File: config.mk
export PLATFORM = sky130hd
export DESIGN_NAME = regfile_wr_arbiter
export DESIGN_NICKNAME = d
export VERILOG_FILES = /design/src/rtl/regfile_wr_arbiter.sv
export SDC_FILE = /design/constraint.sdc
export NUM_CORES = 1
export LEC_CHECK = 0
export BUFFER_PORTS_ARGS = -buffer_cell sky130_fd_sc_hd__buf_2
export CAP_MARGIN = 20
export CORE_MARGIN = 1.5
export CORE_UTILIZATION = 54
export CTS_CLUSTER_DIAMETER = 120
export CTS_CLUSTER_SIZE = 25
export DETAILED_ROUTE_END_ITERATION = 6
export GPL_TIMING_DRIVEN = 0
export PLACE_DENSITY = 0.95
export SETUP_SLACK_MARGIN = 0.02
export SYNTH_ARGS = -nofsm -noshare
export SYNTH_HDL_FRONTEND = slang
export SYNTH_SLANG_ARGS = --single-unit
File: constraint.sdc
create_clock -name clk -period 13.9 [get_ports clk]
set_clock_uncertainty 0.05 [all_clocks]
set_input_delay 0 -clock clk [delete_from_list [all_inputs] [get_ports clk]]
set_output_delay 0 -clock clk [all_outputs]
set_load 0.05 [all_outputs]
File: src/rtl/regfile_wr_arbiter.sv
// Two-requester write-port arbiter for the 32 x 32 register file. Each port has a
// one-entry holding buffer; one write per cycle, round-robin with age override.
module regfile_wr_arbiter #(
  parameter int DW = 32,
  parameter int AW = 5
) (
  input  logic          clk,
  input  logic          clrn,
  input  logic          en,
  input  logic          a_vld,
  input  logic [AW-1:0] a_wn,
  input  logic [DW-1:0] a_d,
  output logic          a_rdy,
  input  logic          b_vld,
  input  logic [AW-1:0] b_wn,
  input  logic [DW-1:0] b_d,
  output logic          b_rdy,
  output logic          we,
  output logic [AW-1:0] wn,
  output logic [DW-1:0] wd,
  output logic [1:0]    gnt,
  input  logic [AW-1:0] rs,
  output logic          rs_pend,
  output logic [DW-1:0] rs_fwd
);

  // Index 0 is port A, index 1 is port B throughout.
  logic [1:0]    vld_in;
  logic [AW-1:0] wn_in [2];
  logic [DW-1:0] d_in  [2];

  logic [1:0]    v_reg, v_next;
  logic [AW-1:0] wn_reg [2];
  logic [DW-1:0] d_reg  [2];
  logic          ptr_reg, ptr_next;          // 1 = favour B on contested grants
  logic          a_older_reg, a_older_next;  // 1 = A buffer was loaded first

  logic [1:0]    gnt_c;
  logic [1:0]    rdy;
  logic [1:0]    load;
  logic [1:0]    hit;
  logic          gsel;

  assign vld_in   = {b_vld, a_vld};
  assign wn_in[0] = a_wn;
  assign wn_in[1] = b_wn;
  assign d_in[0]  = a_d;
  assign d_in[1]  = b_d;

  // Arbitration; grants are suppressed while reset is asserted.
  always_comb begin
    gnt_c = 2'b00;
    if (en && clrn) begin
      case (v_reg)
        2'b01: gnt_c = 2'b01;
        2'b10: gnt_c = 2'b10;
        2'b11: begin
          if ((wn_reg[0] == wn_reg[1]) && (wn_reg[0] != '0))
            gnt_c = a_older_reg ? 2'b01 : 2'b10;
          else
            gnt_c = ptr_reg ? 2'b10 : 2'b01;
        end
        default: gnt_c = 2'b00;
      endcase
    end
  end

  // Pointer only moves when both buffers competed for the port.
  always_comb begin
    ptr_next = ptr_reg;
    if ((v_reg == 2'b11) && (gnt_c != 2'b00))
      ptr_next = gnt_c[0];
  end

  genvar gi;
  generate
    for (gi = 0; gi < 2; gi++) begin : g_buf
      assign rdy[gi]    = !v_reg[gi] || gnt_c[gi];
      assign load[gi]   = vld_in[gi] && rdy[gi];
      assign v_next[gi] = load[gi] || (v_reg[gi] && !gnt_c[gi]);
      assign hit[gi]    = v_reg[gi] && (wn_reg[gi] == rs) && (rs != '0);

      always_ff @(posedge clk) begin
        if (!clrn) begin
          v_reg[gi]  <= 1'b0;
          wn_reg[gi] <= '0;
          d_reg[gi]  <= '0;
        end else begin
          v_reg[gi] <= v_next[gi];
          if (load[gi]) begin
            wn_reg[gi] <= wn_in[gi];
            d_reg[gi]  <= d_in[gi];
          end
        end
      end
    end
  endgenerate

  // A newly loaded entry is younger than one that stays valid across the edge.
  always_comb begin
    a_older_next = a_older_reg;
    if (load[0] && load[1])
      a_older_next = 1'b1;
    else if (load[0] && v_next[1])
      a_older_next = 1'b0;
    else if (load[1] && v_next[0])
      a_older_next = 1'b1;
  end

  always_ff @(posedge clk) begin
    if (!clrn) begin
      ptr_reg     <= 1'b0;
      a_older_reg <= 1'b0;
    end else begin
      ptr_reg     <= ptr_next;
      a_older_reg <= a_older_next;
    end
  end

  assign gsel  = gnt_c[1];
  assign gnt   = gnt_c;
  assign a_rdy = rdy[0];
  assign b_rdy = rdy[1];

  always_comb begin
    we = 1'b0;
    wn = '0;
    wd = '0;
    if (gnt_c != 2'b00) begin
      wn = wn_reg[gsel];
      wd = d_reg[gsel];
      we = (wn_reg[gsel] != '0);
    end
  end

  // Forwarding returns the youngest matching entry, regardless of this cycle's grant.
  always_comb begin
    rs_pend = |hit;
    case (hit)
      2'b01:   rs_fwd = d_reg[0];
      2'b10:   rs_fwd = d_reg[1];
      2'b11:   rs_fwd = a_older_reg ? d_reg[1] : d_reg[0];
      default: rs_fwd = '0;
    endcase
  end

endmodule

==> results.yml <==
timing:
  maxSlewHeadroom_pct: 31.2
  final.period_utilization_pct: 23.8
  final-hold-violation-count: 1
  final-setup-viol-count: 0
  whs_ns: -0.00169
  final.min_clock_period_ns: 3.31
  rsz0062_at_grt: "false"
  fin_tns_setup_ns: 0
  worst_pin_slew_ns: 1.03
  slew_violations: 0
  max_freq_mhz: 302
setup_path:
  cp.buffers_inverters: 1
  critical_path.max_stage_delay_ns: 0.62
  cp_slowest_cell: "o21ai_4"
  critical-path-top-delay-family: "compound AO/OA/AOI/OAI gates"
  cp_max_fo: 22
  crit_path_end_kind: "flip-flop"
  crit_required_ns: 13.89
  crit_type: "reg2reg"
  cp.arrival_ns: 3.30
  critPathLaunchType: "flip-flop"
  path_cells: "xor2_1 > nor4_1 > mux2_4 > o21ai_2 > a21boi_0 > o21ai_4 > buf_16"
power:
  peakVddDrop_mv: 0.0644
  p_total_mw: 0.582
  power.leakage_nw: 3.15
  power_per_cell_area_nw_per_um2: 93.1
final_layout:
  mostFrequentLayoutCells: "buf_2, edfxtp_1, nor2_1"
  stdcell_count: 732
  drive_above_1_share_pct: 31.1
  area_delta_synth_final_pct: 41.5
  num-nets-final: 710
  fill_cells: 463
  largest_reg_flops: 64
  finalInstanceArea_um2: 6260
  multi_input_area_um2: 1960
  num_antenna_cells: 0
  regArea_um2: 2300
  final_common_cell: "buf_2"
clocking:
  post_cts_resized: 0
  cts_made_buffers: 9
  cts_hold_buffers: 67
  clock-root-buffer: "clkbuf_8"
  postCtsSetupBuffers: 0
  htree_levels: 3
  clkSinkCount: 78
  cts_tree: "built"
  cts_max_path_buffers: 2
  path_clk_slew_ns: 0.08
  clock_latency_ns: 0.34
hold_path:
  hp-class: "in2reg"
die:
  die_y_um: 93.5
  fp.dieArea_um2: 8740
  initial_core_util_pct: 56.6
  core_area_um2: 7810
  io_pins: 159
  fp.dieW_um: 93.5
  rows: 32
job:
  drv_cap: 0
drt:
  drtIter0Drc: 266
  wirelength_um: 14000
  first_pass_iters: 5
  wire_per_inst_um: 19.2
  drc: 0
  vias_per_cell: 5.69
  antenna_left: 0
  vias: 4168
synth:
  netlist_instances: 389
  ys_seq_area_share_pct: 52.1
  ys_async_sr_fraction_pct: 0
  syn_nets: 473
  synth.distinct_cells: 41
  ys.flop_type: "edfxtp_1"
  ys_warn_count: 0
  synth_top_area_share_pct: 50.3
  syn-cell-area_um2: 4420
  synth_area_leader_cell: "edfxtp_1"
  ys_seq_elements: 78
  synth_area_leaders: "edfxtp_1, mux2i_1, nor3b_1"
  synth-edff-count: 74
  postSynthAreaPerCell_um2: 11.4
placement:
  dp_hpwl_um: 8650
  place_area_um2: 5370
  placed_cells: 649
  port_buffers: 157
  gp_congestion: 0.919
global_route:
  grt_max_degree: 38
  grt_use_total_pct: 33.0
  grt_pass1_wl_um: 21400
  grt_pass1_vias: 4295
  antenna_found_initial: 0
  grt_overflow: 0
status:
  violations: "hold timing"
  outcome: "finished, violations left"
-- cell usage after synthesis, types with 3 or more instances --
library cell,instances
edfxtp_1,74
nor2_1,72
mux2i_1,69
and2_1,39
nor3b_1,37
clkbuf_1,13
xor2_1,8
buf_4,7
inv_1,7
nand2_1,7
xnor2_1,6
buf_2,5
dfxtp_1,4
o21ai_0,4
clkbuf_2,3
nor4_1,3
-- per-layer routing --
| layer | track usage (%) | share of wire (%) | vias to the layer above |
|---|---|---|---|
| met3 | 5.45 | 6.5 | 62 |
| met5 | 0 | 0 | - |
| met1 | 36.5 | 36 | 2008 |
| li1 | - | - | 1851 |
| met2 | 60.0 | 53 | 247 |
| met4 | 17.4 | 4.4 | 0 |
-- cell type report --
class,count,area share [%]
buffer,28,2.26
clock buffer,11,2.10
clock inverter,4,1.16
inverter,7,0.420
multi-input combinational,276,31.4
sequential,78,36.8
tap,102,2.04
timing repair buffer,226,23.9
-- stage by stage --
stage	setup WS [ns]	utilization, %	hold WS [ns]
2_1_floorplan	8.98	-	0.0741
3_3_place_gp	7.50	68.3	0.227
3_5_place_dp	10.68	68.8	0.230
4_1_cts	10.68	80.0	0.000161
5_1_grt	10.46	80.2	0.00516
6_report	10.59	80.2	-0.00169
-- worst register-to-register path: cells and delay by family, from the launching register on --
| family | cells | cell delay [ns] |
|---|---|---|
| xor gates and xnor gates | 1 | 0.20 |
| buffers and inverters | 1 | 0.26 |
| AOI/OAI and AO/OA | 3 | 1.11 |
| and+or+nand+nor | 1 | 0.48 |
| DFF | 1 | 0.50 |
| muxes | 1 | 0.40 |
-- cells by family after synthesis --
kind of cell              count (synthesis)  share of synthesized area, %
DFF                                      78                          52.1
xor gates and xnor gates                 14                          2.77
AOI/OAI and AO/OA                        22                          4.47
muxes                                    70                          16.0
buffers and inverters                    35                          3.79
and+or+nand+nor                         170                          20.9
-- where the power goes --
group / switching, mW / total, mW / internal (mW)
clock network: 0.0796 / 0.180 / 0.100
logic: 0.0628 / 0.111 / 0.0485
registers: 0.0133 / 0.291 / 0.278
total: 0.156 / 0.582 / 0.427
-- final timing paths --
path | from | to | slack, ns | cells past startpoint
max | wn_reg[0][1] | wn_reg[0][2] | 10.59 | 7
min | a_d[0] | d_reg[0][0] | -0.002 | 2
max reg2reg | wn_reg[0][1] | wn_reg[0][2] | 10.59 | 7
min reg2reg | a_older_reg | a_older_reg | 0.55 | 2
(Power assumes the default switching activity.)
